## src/rtl/alu_req_sequencer_pkg.sv

```systemverilog
// Shared definitions for the two-requester ALU sequencer: FSM state
// encoding and the ALU op-select codes.
package alu_req_sequencer_pkg;

    typedef enum logic [1:0] {
        IDLE = 2'd0,
        EXEC = 2'd1,
        RESP = 2'd2
    } state_t;

    localparam logic [1:0] OP_ADD = 2'b00;
    localparam logic [1:0] OP_SUB = 2'b01;
    localparam logic [1:0] OP_CMP = 2'b10;
    localparam logic [1:0] OP_SQR = 2'b11;

endpackage

```

## src/rtl/alu_req_sequencer_arb.sv

```systemverilog
// Combinational 2-way round-robin arbiter. A lone requester always wins;
// under contention the requester that was not served last wins.
module rr_arbiter_2
    import alu_req_sequencer_pkg::*;
(
    input  logic [1:0] req_valid,
    input  logic       rr_last,
    output logic       grant_id,
    output logic       grant_any
);

    assign grant_any = |req_valid;
    assign grant_id  = (&req_valid) ? ~rr_last : req_valid[1];

endmodule

```

## src/rtl/alu_req_sequencer.sv

```systemverilog
// Shares one external combinational ALU between two requesters: accepts an
// op, drives registered operands to the ALU, waits the settle time, then
// returns the captured result on the winner's response handshake.
module alu_req_sequencer
    import alu_req_sequencer_pkg::*;
#(
    parameter int N        = 8,
    parameter int ADD_WAIT = 0,
    parameter int SQR_WAIT = 2
) (
    input  logic           clk,
    input  logic           rst,
    input  logic [1:0]     req_valid,
    output logic [1:0]     req_ready,
    input  logic [2*N-1:0] req_a,
    input  logic [2*N-1:0] req_b,
    input  logic [1:0]     req_cin,
    input  logic [1:0]     req_bin,
    input  logic [3:0]     req_sel,
    output logic [1:0]     rsp_valid,
    input  logic [1:0]     rsp_ready,
    output logic [2*N-1:0] rsp_y,
    output logic           rsp_cout,
    output logic           rsp_bout,
    output logic [N-1:0]   alu_a,
    output logic [N-1:0]   alu_b,
    output logic           alu_cin,
    output logic           alu_bin,
    output logic [1:0]     alu_sel,
    input  logic [2*N-1:0] alu_y,
    input  logic           alu_cout,
    input  logic           alu_bout,
    output logic           busy
);

    localparam int MAX_WAIT = (ADD_WAIT > SQR_WAIT) ? ADD_WAIT : SQR_WAIT;
    localparam int WCW      = (MAX_WAIT > 0) ? $clog2(MAX_WAIT + 1) : 1;

    state_t         state;
    logic           g_q;
    logic           rr_last;
    logic [WCW-1:0] wait_cnt;

    logic           grant_id;
    logic           grant_any;
    logic [N-1:0]   win_a;
    logic [N-1:0]   win_b;
    logic           win_cin;
    logic           win_bin;
    logic [1:0]     win_sel;

    rr_arbiter_2 u_arb (
        .req_valid (req_valid),
        .rr_last   (rr_last),
        .grant_id  (grant_id),
        .grant_any (grant_any)
    );

    // Operand fields of whichever requester the arbiter picked.
    assign win_a   = grant_id ? req_a[2*N-1:N] : req_a[N-1:0];
    assign win_b   = grant_id ? req_b[2*N-1:N] : req_b[N-1:0];
    assign win_cin = req_cin[grant_id];
    assign win_bin = req_bin[grant_id];
    assign win_sel = grant_id ? req_sel[3:2] : req_sel[1:0];

    // NOTE: req_ready is gated by rst so every output reads 0 while reset is held.
    assign req_ready = (state == IDLE && grant_any && !rst)
                     ? (grant_id ? 2'b10 : 2'b01) : 2'b00;
    assign busy      = (state != IDLE);

    // Accept / settle / respond FSM with operand, counter and capture registers.
    always_ff @(posedge clk or posedge rst) begin
        if (rst) begin
            state     <= IDLE;
            g_q       <= 1'b0;
            rr_last   <= 1'b1;
            wait_cnt  <= '0;
            alu_a     <= '0;
            alu_b     <= '0;
            alu_cin   <= 1'b0;
            alu_bin   <= 1'b0;
            alu_sel   <= 2'b00;
            rsp_y     <= '0;
            rsp_cout  <= 1'b0;
            rsp_bout  <= 1'b0;
            rsp_valid <= 2'b00;
        end else begin
            // NOTE: non-blocking throughout so every register sees pre-edge values.
            case (state)
                IDLE: begin
                    if (grant_any) begin
                        alu_a    <= win_a;
                        alu_b    <= win_b;
                        alu_cin  <= win_cin;
                        alu_bin  <= win_bin;
                        alu_sel  <= win_sel;
                        g_q      <= grant_id;
                        wait_cnt <= (win_sel == OP_SQR) ? WCW'(SQR_WAIT) : WCW'(ADD_WAIT);
                        state    <= EXEC;
                    end
                end
                EXEC: begin
                    if (wait_cnt == '0) begin
                        rsp_y     <= alu_y;
                        rsp_cout  <= alu_cout;
                        rsp_bout  <= alu_bout;
                        rsp_valid <= g_q ? 2'b10 : 2'b01;
                        state     <= RESP;
                    end else begin
                        wait_cnt <= wait_cnt - 1'b1;
                    end
                end
                RESP: begin
                    if (rsp_ready[g_q]) begin
                        rsp_valid <= 2'b00;
                        rr_last   <= g_q;
                        state     <= IDLE;
                    end
                end
                default: state <= IDLE;
            endcase
        end
    end

endmodule
```

## config.mk

```make
export PLATFORM = sky130hd
export DESIGN_NAME = alu_req_sequencer
export DESIGN_NICKNAME = d
export VERILOG_FILES = /design/src/rtl/alu_req_sequencer_pkg.sv /design/src/rtl/alu_req_sequencer_arb.sv /design/src/rtl/alu_req_sequencer.sv
export SDC_FILE = /design/constraint.sdc
export NUM_CORES = 1
export LEC_CHECK = 0
export ABC_AREA = 1
export CORE_MARGIN = 3
export CORE_UTILIZATION = 30
export DETAILED_ROUTE_END_ITERATION = 12
export HOLD_SLACK_MARGIN = 0.02
export PLACE_DENSITY_LB_ADDON = 0.2
export SLEW_MARGIN = 20
export SYNTH_ARGS = -nofsm -noshare
export SYNTH_HDL_FRONTEND = slang
export SYNTH_SLANG_ARGS = --single-unit
```

## constraint.sdc

```tcl
create_clock -name clk -period 1.7 [get_ports clk]
set_input_delay 0.34 -clock clk [delete_from_list [all_inputs] [get_ports clk]]
set_output_delay 0.34 -clock clk [all_outputs]
set_load 0.02 [all_outputs]
```

# Word-level counts from Yosys, hierarchy flattened
# Index checks and enable logic that the tools add are counted.
# W data, S select, Z words.
# classes
n_eq_ne,7
n_addsub,1
order_cmp,2
bitwise_logic,1
n_reduce_logical,16
muxes,23
# op_table
cell,count
$mux W2,11
$mux W8,2
$reduce_and A3 Y1,3
$ne A2 B2 Y1 const B,4
$pmux W2 S2,2
$reduce_and A2 Y1,4
$mux W1,7
$pmux W2 S3,1
$reduce_bool A2 Y1,3
$eq A2 B2 Y1 const B,2
$logic_not A2 Y1,2
$lt A1 B2 Y1 const B,2
$eq A2 B1 Y1 const B,1
$logic_and A1 B1 Y1,2
$reduce_or A2 Y1,1
$sub A2 B1 Y2 const B,1
$logic_not A1 Y1,1
$not A1 Y1,1
# word_totals
wordCells,63
input_bits,64
out_inout_bits,43
register_bits,46

# Logic depth before layout (Yosys ltp)
# Gate-level depths: netlist of run 1.
# depth
depth_word,7
depth_mapped,9
ltp_nobuf,9

# Cells and area by module
# A second synthesis of run 1 with hierarchy kept.
# hier_totals
hier_cells,248
hier_area_um2,2062.0
# modules_own_cells
mod,seq_area_each_um2,area_each_um2,instances,cells_each
alu_req_sequencer,1152.4,2047.0,1,245
rr_arbiter_2,0.0,15.0,1,3

# Worst setup path after synthesis of run 1
# Ideal clock, no wire load.
# synth_timing
kind,reg2out
start,register rr_last
end,output port req_ready[0]
setup_slack_ps,-54
t_required_ps,1360
n_path_buf,1
stages_incl_launch_ff,5
t_arrival_ps,1414
cell_sequence,dfstp_2 -> nand2_1 -> nand2_1 -> buf_2 -> nor3b_1
# synth_between
elab_chain_cells,4
# synth_lines
item,line,text
from (decl),alu_req_sequencer.sv:41,logic rr_last;
from (signal assigned),alu_req_sequencer.sv:116,rr_last <= g_q;
$not A1 Y1,alu_req_sequencer_arb.sv:13,assign grant_id = (&req_valid) ? ~rr_last : req_valid[1];
$mux W1,alu_req_sequencer_arb.sv:13,
$mux W2 (2 in a row),alu_req_sequencer.sv:68,? (grant_id ? 2'b10 : 2'b01) : 2'b00;
to (decl),alu_req_sequencer.sv:14,"output logic [1:0] req_ready,"
# Every way passes these cells.

# Worst setup path after layout of run 1
# Same ends and word-level chain as after synthesis.

==> summary.md, run 1 <==
| Metric | Value |
|---|---|
| Outcome | `finished, final reports clean` |
| Clock period minus final worst setup slack | `1670 ps` |
| Cell accounting for the most synthesized area | `dfrtp_1` |
| Most common cell on crit path | `nand2_4` |
| Area growth from synthesis to layout | `60.5%` |
| Initial cell density of the core | `0.317` |
| Number of clock buffers inserted by TritonCTS | `5` |
| Insertion delay of the later-clocked pin in the worst-skew pair | `290 ps` |
| Fin nets | `439` |
| Overall die area | `8390 sq um` |
| Worst slew slack as a fraction of its limit | `0.680` |
| Die H | `91.6 microns` |
| Hpwl dp | `4.12 mm` |
| Capture endpoint of the worst hold path | `rsp_y[2]` |
| Max-cap violations | `0` |
| Buffers from clock root to sink, at most | `2` |
| Hold Path Cell Cnt | `2` |
| Clock-pin slew on the worst setup and hold paths | `80 ps` |
| FFs w/ async S/R, synth | `1.00` |
| Utilization after layout | `0.508` |
| WL per Instance | `12.1 microns` |
| Setup-violating endpoint count in the final report | `0` |
| Required time worst endpoint | `1360 ps` |
| Die boundary width | `91.6 microns` |
| Area share of the leading cell type in the synthesized netlist | `0.512` |
| Post-synthesis net count | `325` |
| Via/cell ratio | `4.20` |
| Post-Route WL | `5.68 mm` |
| Sequential share of the synthesized area | `0.524` |
| Number of antenna violations at the first check in global routing | `0` |
| Post-CTS Hold Buffers | `0` |
| Skew final | `6.05 ps` |
| Count of filler cells inserted in the layout | `687` |
| Starting DRT DRC Count | `103` |
| RePlAce Congestion | `0.713` |
| Antenna diodes | `0` |
| Mapped Cells | `260` |
| Worst endpoint data arrival time | `1330 ps` |
| Post-Synthesis Cell Area | `2200 sq um` |
| Number of synthesized flops with an enable pin | `0` |
| Per-instance average area after synthesis | `8.46 sq um` |
| Share of the clock period used by the worst path | `0.982` |
| Setup crit start kind | `flip-flop` |
| Final routed DRC violation total | `0` |
| Pin count of the biggest net entering global routing | `47` |
| Critical path class | `flip-flop to output pin` |
| Overall via count from detail_route | `1978` |
| CTS sink count | `46` |
| Worst r2r dst | `wait_cnt[1]` |
| Share of cells above drive strength 1 | `0.141` |
| Global-route wire length before repair | `9.14 mm` |
| Number of register bits inferred by synthesis | `46` |
| Total GRT Usage | `0.136` |
| Setup crit end kind | `output pin` |
| DR pass1 iterations | `7` |
| Critical-path top delay cell | `dfstp_2` |
| Power density relative to cell area | `1690 nW/um^2` |
| Worst supply voltage drop on vdd | `731 uV` |
| Final count of hold timing violations | `0` |
| Clock tree root driver cell | `clkbuf_8` |
| Flip-flop cell with the highest count after synthesis | `dfrtp_1` |
| Via count of the first global-routing pass | `1890` |
| HP Class | `flip-flop to flip-flop` |
| Synth warnings | `0` |
| Launch instance of the worst min-delay path | `rsp_y[2]` |
| Number of placement rows | `30` |
| Grt ovf | `0` |
| Standard cell core area | `6940 sq um` |
| Min Hold Slack | `479 ps` |
| Reg-to-reg setup timing slack | `130 ps` |
| Port-buffer cells | `106` |
| Post-layout total power | `5950 uW` |
| Worst-case reg-to-reg path depth | `7` |
| Crit path largest cell delay | `570 ps` |
| Unrepaired setup endpoints after global routing | `true` |
| Peak fanout along the critical path | `3` |
| FMAX | `599 MHz` |
| TritonCTS clock tree | `built` |
| Top Ports | `107` |
| Leakage component of the power | `0.00176 uW` |
| Yosys cell types | `21` |
| Tightest Pin Transition | `480 ps` |
| Final-report max-slew violation count | `0` |
| Number of antenna-violating nets in the routed design | `0` |
| H-tree levels | `2` |
| Worst flop-to-flop path startpoint | `rr_last` |
| Main area contributors after synthesis | `dfrtp_1 (51%), nand2_1 (23%), o211ai_2 (10%)` |
| List of cells traversed by the critical path | `nand2_4 > nand2_4 > nor3b_2 > buf_4` |
-- per-layer routing --
metal | global-route usage | vias to the layer above | part of all wire | routed length [microns]
met5 | 0 | - | 0 | 0
met1 | 0.170 | 900 | 0.44 | 2480
met4 | 0.0528 | 0 | 0.014 | 80
met2 | 0.223 | 49 | 0.49 | 2790
met3 | 0.0365 | 5 | 0.056 | 317
li1 | - | 1024 | - | -
-- sequential cells by signal, indices dropped and copies added (netlist names) --
register,cells
rsp_y,16
alu_a,8
alu_b,8
alu_sel,2
rsp_valid,2
state,2
wait_cnt,2
alu_bin,1
alu_cin,1
g_q,1
rr_last,1
rsp_bout,1
rsp_cout,1
-- cells by family after synthesis --
logic type,after synthesis,synth area share
buffers and inverters,43,0.0899
flip-flops,46,0.524
adder cells (fa/ha/maj),1,0.00569
AO/OA/AOI/OAI,24,0.117
AND/OR/NAND/NOR,146,0.263
-- where the power goes --
part / switching, uW / total (uW) / internal (uW)
Sequential: 285 / 1930 / 1640
Clock: 356 / 684 / 328
Combinational: 1810 / 3340 / 1530
-- layout by cell type (no fill, tap or decap), drive strengths merged --
| cell | count |
|---|---|
| o21ai | 5 |
| nor3b | 1 |
| dlygate4sd2 | 3 |
| clkinv | 2 |
| clkdlybuf4s50 | 101 |
| o31ai | 1 |
| dfrtp | 45 |
| nor3 | 1 |
| nand2 | 134 |
| ha | 1 |
| buf | 14 |
| o211ai | 18 |
| nand3 | 8 |
| clkbuf | 7 |
| inv | 31 |
| nor2 | 2 |
| dfstp | 1 |
-- area by class of cell --
class / count / area [sq um] / share of cell area
clock buffer: 7 / 86.3 / 0.0245
clock inverter: 1 / 5.00 / 0.00142
inverter: 32 / 121 / 0.0344
multi-input combinational: 171 / 876 / 0.248
sequential: 46 / 1150 / 0.327
tap: 96 / 120 / 0.0340
timing repair buffer: 118 / 1170 / 0.331
-- cell usage after synthesis, types with 3 or more instances --
master	count
buf_6	3
nand2_1	133
inv_1	28
o21ai_0	4
nand3_1	7
o211ai_2	18
buf_2	7
dfrtp_1	45
inv_2	3
-- per-stage QoR --
step	setup WS [ps]	instances	setup TNS, ps	instance area (sq um)
2_1_floorplan	81.2	260	0	2200
3_3_place_gp	-507	462	-4060	3420
3_5_place_dp	-582	462	-4840	3420
4_1_cts	11.0	470	0	3510
5_1_grt	-40.7	471	-40.7	3530
6_report	31.2	471	0	3530
-- timing repair --
item,CTS,global route
resized for setup,16,3
setup buffers,0,1
setup endpoints to repair,3,2
-- worst max-delay path, delay by kind of cell (launching register included) --
family        cells  cell delay, ps
buf+inv           1             160
simple gates      3             300
flops             1             570
-- worst max-delay path by stage --
| stage | endpoint | startpoint | slack [ps] |
|---|---|---|---|
| 2_1_floorplan | req_ready[1] | state[0] | 80 |
| 3_3_place_gp | req_ready[0] | req_valid[1] | -510 |
| 3_5_place_dp | req_ready[1] | req_valid[1] | -580 |
| 4_1_cts | req_ready[1] | state[1] | 10 |
| 5_1_grt | req_ready[0] | rr_last | -40 |
| 6_report | req_ready[0] | rr_last | 30 |
No activity file was read; power rests on OpenSTA's default activity.
==> inputs of run 2 (changes only) <==
==> constraint.sdc (replaced) <==
create_clock -name clk -period 1.92 [get_ports clk]
set_input_delay 0.192 -clock clk [delete_from_list [all_inputs] [get_ports clk]]
set_output_delay 0.192 -clock clk [all_outputs]
set_load 0.02 [all_outputs]
==> run 2 against run 1 <==
Compared with the run above:
- wire length increased by 0.18%
- utilization decreased by 0.94 points
- final area decreased by 1.8%
- flip-flop and latch count unchanged
- critical endpoint unchanged
- global-route usage increased by 0.64 points
- power decreased by 13%
- clock power decreased by 6.6%
==> summary.md, run 2 (synthesis gave the netlist of run 1 again) <==
| Metric | Value |
|---|---|
| Final-report max-slew violation count | `0 (unchanged)` |
| # resized after CTS | `2 (-14)` |
| Final routed DRC violation total | `0 (unchanged)` |
| Standard cell core area | `6940 sq um (unchanged)` |
| TritonCTS clock tree | `built` |
| Part of the total power dissipated in sequential elements | `0.327 (+0.003)` |
| Via/cell ratio | `4.20 (about the same)` |
| CTS sink count | `46 (unchanged)` |
| Gate power share | `0.550 (-0.011)` |
| Utilization after layout | `0.499 (-0.00937)` |
| Starting DRT DRC Count | `59 (-43%)` |
| H-tree levels | `2 (unchanged)` |
| Relative contribution of the clock network to total power | `0.123 (+0.008)` |
| Clock period minus final worst setup slack | `1730 ps` |
| Outcome | `finished, final reports clean` |
| Max-cap violations | `0 (unchanged)` |
| Leading cell type in the layout, fill and taps excluded | `nand2_1` |
| Leakage component of the power | `0.00172 uW (-2.3%)` |
| Required time worst endpoint | `1730 ps (+370 ps)` |
| Peak fanout along the critical path | `3 (unchanged)` |
| Number of antenna violations at the first check in global routing | `0 (unchanged)` |
| Setup-violating endpoint count in the final report | `0 (unchanged)` |
| Register name with the most flops | `rsp_y` |
| Die H | `91.6 microns (unchanged)` |
| Fin nets | `434 (-1.1%)` |
| Hpwl dp | `4.04 mm (-2.1%)` |
| Clock tree root driver cell | `clkbuf_8` |
| Final count of hold timing violations | `0 (unchanged)` |
| Buffers from clock root to sink, at most | `2 (unchanged)` |
| WL per Instance | `12.2 microns (+1.3%)` |
| Share of cells above drive strength 1 | `0.116 (-0.0251)` |
| Global-route wire length before repair | `9.67 mm (+5.8%)` |
| Largest registers | `rsp_y (16), alu_a (8), alu_b (8)` |
| Top Ports | `107 (unchanged)` |
| Power density relative to cell area | `1500 nW/um^2 (-11%)` |
| Post-CTS Hold Buffers | `0 (unchanged)` |
| Via count of the first global-routing pass | `1993 (+5.4%)` |
| Worst endpoint data arrival time | `1540 ps (+210 ps)` |
| Area growth from synthesis to layout | `57.5%` |
| DR pass1 iterations | `4 (-3)` |
| Overall via count from detail_route | `1957 (-1.1%)` |
| Port-buffer cells | `106 (unchanged)` |
| Worst slew slack as a fraction of its limit | `0.640 (-0.0400)` |
| Fin cells | `466 (-1.1%)` |
| HP Class | `input pin to asynchronous set/reset pin` |
| Number of clock buffers inserted by TritonCTS | `5 (unchanged)` |
| Highest-count cells in the layout ignoring fill and taps | `nand2_1 (132), clkdlybuf4s50_1 (104), dfrtp_1 (45)` |
| Overall die area | `8390 sq um (unchanged)` |
| Unrepaired setup endpoints after global routing | `false` |
| Skew final | `6.66 ps (+0.613 ps)` |
| Share of the clock period used by the worst path | `0.903` |
| Total placed cells including tap cells | `458 (-0.87%)` |
| Buffer count from post-CTS setup fixing | `0 (unchanged)` |
| Flip-flop count of the largest register, all copies and words added | `16 (unchanged)` |
| Antenna diodes | `0 (unchanged)` |
| Clock-pin slew on the worst setup and hold paths | `90 ps (about the same)` |
| Die boundary width | `91.6 microns (unchanged)` |
| Switching power as a share of total power | `0.418 (+0.00587)` |
| Total GRT Usage | `0.143 (+0.00641)` |
| Setup crit end kind | `output pin` |
| Number of placement rows | `30 (unchanged)` |
| Setup crit start kind | `flip-flop` |
| Grt ovf | `0 (unchanged)` |
| FMAX | `577 MHz` |
| RePlAce Congestion | `0.712 (-0.13%)` |
| Post-Route WL | `5.69 mm (+0.18%)` |
| Critical path class | `flip-flop to output pin` |
| Initial cell density of the core | `0.317 (unchanged)` |
| Net Sw Power | `2170 uW (-11%)` |
| Insertion delay of the later-clocked pin in the worst-skew pair | `300 ps (about the same)` |
| Min Hold Slack | `282 ps (-197 ps)` |
| Number of antenna-violating nets in the routed design | `0 (unchanged)` |
| Pin count of the biggest net entering global routing | `47 (unchanged)` |
| Worst supply voltage drop on vdd | `481 uV (-34%)` |
| Count of filler cells inserted in the layout | `669 (-2.6%)` |
| Tightest Pin Transition | `540 ps (+59.3 ps)` |
| Cell-internal power | `3030 uW (-14%)` |
## run 2: changes by cell type in the layout (fill, tap and decap cells not counted), sizes merged
cell,previous run,this run
buf,14,7
clkdlybuf4s50,101,104
clkbuf,7,6
clkinvlp,0,1
dlygate4sd2,3,2
## run 2: worst paths after layout
check                           slack [ps]  cells past startpoint      endpoint     start
worst max-delay path                   190                      4  req_ready[0]   rr_last
worst min-delay path                   280                      3      alu_a[6]       rst
worst max register to register         340                      7   wait_cnt[1]   rr_last
worst min register to register         480                      2      alu_b[4]  alu_b[4]
max in group asynchronous             1360                      3       rr_last       rst
min in group clk                       410                      3      rsp_y[4]  alu_y[4]
## run 2: layer usage
metal / global-route usage / routed length (microns)
met5: 0 / 0
met2: 0.251 / 2870
met3: 0.0356 / 279
met4: 0.0415 / 72
met1: 0.171 / 2470
## run 2: cell type report
type / count / area, sq um / share of cell area
inverter: 32 / 121 / 0.0350
multi-input combinational: 171 / 851 / 0.246
clock buffer: 6 / 82.6 / 0.0238
sequential: 46 / 1150 / 0.333
tap: 96 / 120 / 0.0347
timing repair buffer: 113 / 1120 / 0.324
clock inverter: 2 / 12.5 / 0.00361
## run 2: power by group through the flow
stage / Sequential, uW / Combinational, uW / Clock (uW)
2_1_floorplan: 2230 / 1130 / 0
3_3_place_gp: 1710 / 2900 / 0
3_5_place_dp: 1720 / 2920 / 0
4_1_cts: 1710 / 2920 / 667
5_1_grt: 1760 / 3170 / 704
6_report: 1700 / 2860 / 639
## run 2: through the flow
step / setup WS [ps] / power, uW / TNS (ps) / instance area (sq um)
2_1_floorplan: 314 / 3360 / 0 / 2200
3_3_place_gp: -57.0 / 4600 / -71.0 / 3370
3_5_place_dp: -52.8 / 4640 / -52.8 / 3370
4_1_cts: 144 / 5300 / 0 / 3460
5_1_grt: 97.7 / 5640 / 0 / 3460
6_report: 186 / 5200 / 0 / 3460
## run 2: worst max-delay path, cell delays in order (launching register included)
cell and delay, ps:
dfstp_2 540, nand2_1 70, nand2_2 90, nor3b_1 180
dlygate4sd2_1 360
==> inputs of run 3 (changes only) <==
==> constraint.sdc (replaced) <==
create_clock -name clk -period 1.6 [get_ports clk]
set_input_delay 0.16 -clock clk [delete_from_list [all_inputs] [get_ports clk]]
set_output_delay 0.16 -clock clk [all_outputs]
set_load 0.02 [all_outputs]
==> run 3 against run 2 <==
Compared with the run above:
- combinational power grew 23%
- register-to-register slack lost 200 ps
- clock skew shrank 1.5 ps
- global-route usage shrank 0.12 points
- highest routed layer unchanged
- final cell count grew 1.3%
- clock-buffer cell count shrank 1
- critical path depth is the same
- first-iteration DRC count shrank 3.4%
- sequential share of layout area shrank 0.63 points
- via count grew 1.4%
==> summary.md, run 3 (synthesis gave the netlist of run 1 again) <==
| Metric | Value |
|---|---|
| Outcome | `finished, final reports clean` |
| Top cell family by delay on the critical path | `flip-flops` |
| Flip-flop count of the largest register, all copies and words added | `16 (unchanged)` |
| Max-cap violations | `0 (unchanged)` |
| Initial cell density of the core | `0.317 (unchanged)` |
| Number of clock buffers inserted by TritonCTS | `5 (unchanged)` |
| H-tree levels | `2 (unchanged)` |
| Worst endpoint data arrival time | `1360 ps (-180 ps)` |
| Critical-path top delay cell | `dfrtp_1` |
| Setup crit end kind | `output pin` |
| Area used by multi-input combinational logic | `861 sq um (+1.2%)` |
| DR pass1 iterations | `4 (unchanged)` |
| Highest-count cells in the layout ignoring fill and taps | `nand2_1 (132), clkdlybuf4s50_1 (103), dfrtp_1 (45)` |
| Port-buffer cells | `106 (unchanged)` |
| Number of antenna-violating nets in the routed design | `0 (unchanged)` |
| Setup crit start kind | `flip-flop` |
| Power density relative to cell area | `1780 nW/um^2 (+19%)` |
| Top Ports | `107 (unchanged)` |
| Slack of the critical path | `79.2 ps (-107 ps)` |
| Area growth from synthesis to layout | `60.6%` |
| Clock tree root driver cell | `clkbuf_8` |
| Setup-violating endpoint count in the final report | `0 (unchanged)` |
| Required time worst endpoint | `1440 ps (-290 ps)` |
| Final count of hold timing violations | `0 (unchanged)` |
| Overall die area | `8390 sq um (unchanged)` |
| Clock-pin slew on the worst setup and hold paths | `90 ps (about the same)` |
| Peak fanout along the critical path | `3 (unchanged)` |
| Pin count of the biggest net entering global routing | `40 (-15%)` |
| Register name with the most flops | `rsp_y` |
| Post-Layout Inst Area | `3530 sq um (+1.9%)` |
| Register cell area after layout | `1150 sq um (unchanged)` |
| Min Hold Slack | `380 ps (+97.9 ps)` |
| List of cells traversed by the critical path | `nor2_4 > nand2_4 > nor3_1 > clkdlybuf4s15_2` |
| TritonCTS clock tree | `built` |
| Post-CTS Hold Buffers | `0 (unchanged)` |
| Overall via count from detail_route | `1985 (+1.4%)` |
| Worst slack at placement | `-288 ps (-236 ps)` |
| Share of the clock period used by the worst path | `0.951` |
| Buffering stage count on the worst path with inverters included | `1 (unchanged)` |
| Post-Route WL | `5.74 mm (+0.86%)` |
| Unrepaired setup endpoints after global routing | `false` |
| Antenna diodes | `0 (unchanged)` |
| Critical path class | `flip-flop to output pin` |
| HP Class | `input pin to asynchronous set/reset pin` |
| Count of filler cells inserted in the layout | `676 (+1.0%)` |
| Worst supply voltage drop on vdd | `618 uV (+28%)` |
| FMAX | `658 MHz` |
| Die H | `91.6 microns (unchanged)` |
| Starting DRT DRC Count | `57 (-3.4%)` |
| CTS sink count | `46 (unchanged)` |
| Standard cell core area | `6940 sq um (unchanged)` |
| Hpwl dp | `4.28 mm (+6.1%)` |
| Insertion delay of the later-clocked pin in the worst-skew pair | `300 ps (about the same)` |
| Largest registers | `rsp_y (16), alu_a (8), alu_b (8)` |
| Placed inst area | `3420 sq um (+1.5%)` |
| Fin nets | `440 (+1.4%)` |
| Die boundary width | `91.6 microns (unchanged)` |
| Via count of the first global-routing pass | `1991 (-0.10%)` |
| Sum of negative setup slack | `0 ps (unchanged)` |
| Leading cell type in the layout, fill and taps excluded | `nand2_1` |
| Tightest Pin Transition | `351 ps (-189 ps)` |
| Post-layout total power | `6290 uW (+21%)` |
| Number of antenna violations at the first check in global routing | `0 (unchanged)` |
| Grt ovf | `0 (unchanged)` |
| Worst slew slack as a fraction of its limit | `0.766 (+0.126)` |
| WL per Instance | `12.2 microns (-0.42%)` |
| Buffers from clock root to sink, at most | `2 (unchanged)` |
| RePlAce Congestion | `0.758 (+6.5%)` |
| Leakage component of the power | `0.00175 uW (+1.7%)` |
| Skew final | `5.17 ps (-1.49 ps)` |
| Final-report max-slew violation count | `0 (unchanged)` |
| Total GRT Usage | `0.142 (-0.00125)` |
| Crit path largest cell delay | `420 ps (-120 ps)` |
| Clock period minus final worst setup slack | `1520 ps` |
| Via/cell ratio | `4.21 (+0.14%)` |
| Final routed DRC violation total | `0 (unchanged)` |
| Global-route wire length before repair | `9.62 mm (-0.50%)` |
| Share of cells above drive strength 1 | `0.138 (+0.0221)` |
| Number of placement rows | `30 (unchanged)` |
==> run 3: metrics by stage <==
step,utilization,cells
4_1_cts,0.505,471
3_5_place_dp,0.493,463
6_report,0.508,472
2_1_floorplan,-,260
3_3_place_gp,0.493,463
5_1_grt,0.508,472
==> run 3: tightest hold or removal path, stage by stage <==
cell,delay (ps)
clkdlybuf4s50_1,470
buf_4,160
inv_2,70
buf_12,180
==> run 3: final timing paths <==
check	from	depth (start not counted)	endpoint	slack, ps
setup / recovery	state[1]	4	req_ready[1]	80
hold / removal	rst	4	rsp_valid[1]	380
setup reg to reg	rr_last	7	wait_cnt[1]	140
hold reg to reg	rsp_cout	2	rsp_cout	480
max in group asynchronous	rst	4	alu_a[2]	950
min in group clk	alu_y[0]	3	rsp_y[0]	380
==> run 3: what timing repair did <==
| item | CTS | global route |
|---|---|---|
| resized for setup | 11 | 3 |
| endpoints found under the setup margin | 4 | 2 |
| endpoints found under the hold margin | 0 | 0 |
| pin swaps | 0 | 0 |
| setup buffers | 0 | 1 |
==> run 3: routing by layer <==
metal / vias to the layer above / routed length (microns) / track usage
met2: 45 / 3000 / 0.253
met3: 5 / 231 / 0.0307
li1: 1028 / - / -
met1: 907 / 2430 / 0.168
met4: 0 / 76 / 0.0452
met5: - / 0 / 0
==> run 3: cell type report <==
type                       count  area share
clock buffer                   5      0.0195
clock inverter                 3     0.00603
inverter                      32      0.0344
multi-input combinational    171       0.244
sequential                    46       0.326
tap                           96      0.0340
timing repair buffer         119       0.336
==> run 3: report_power, final <==
part / internal (uW) / switching, uW
Sequential: 1740 / 295
Combinational: 1610 / 1910
Clock: 308 / 415
Total: 3660 / 2620
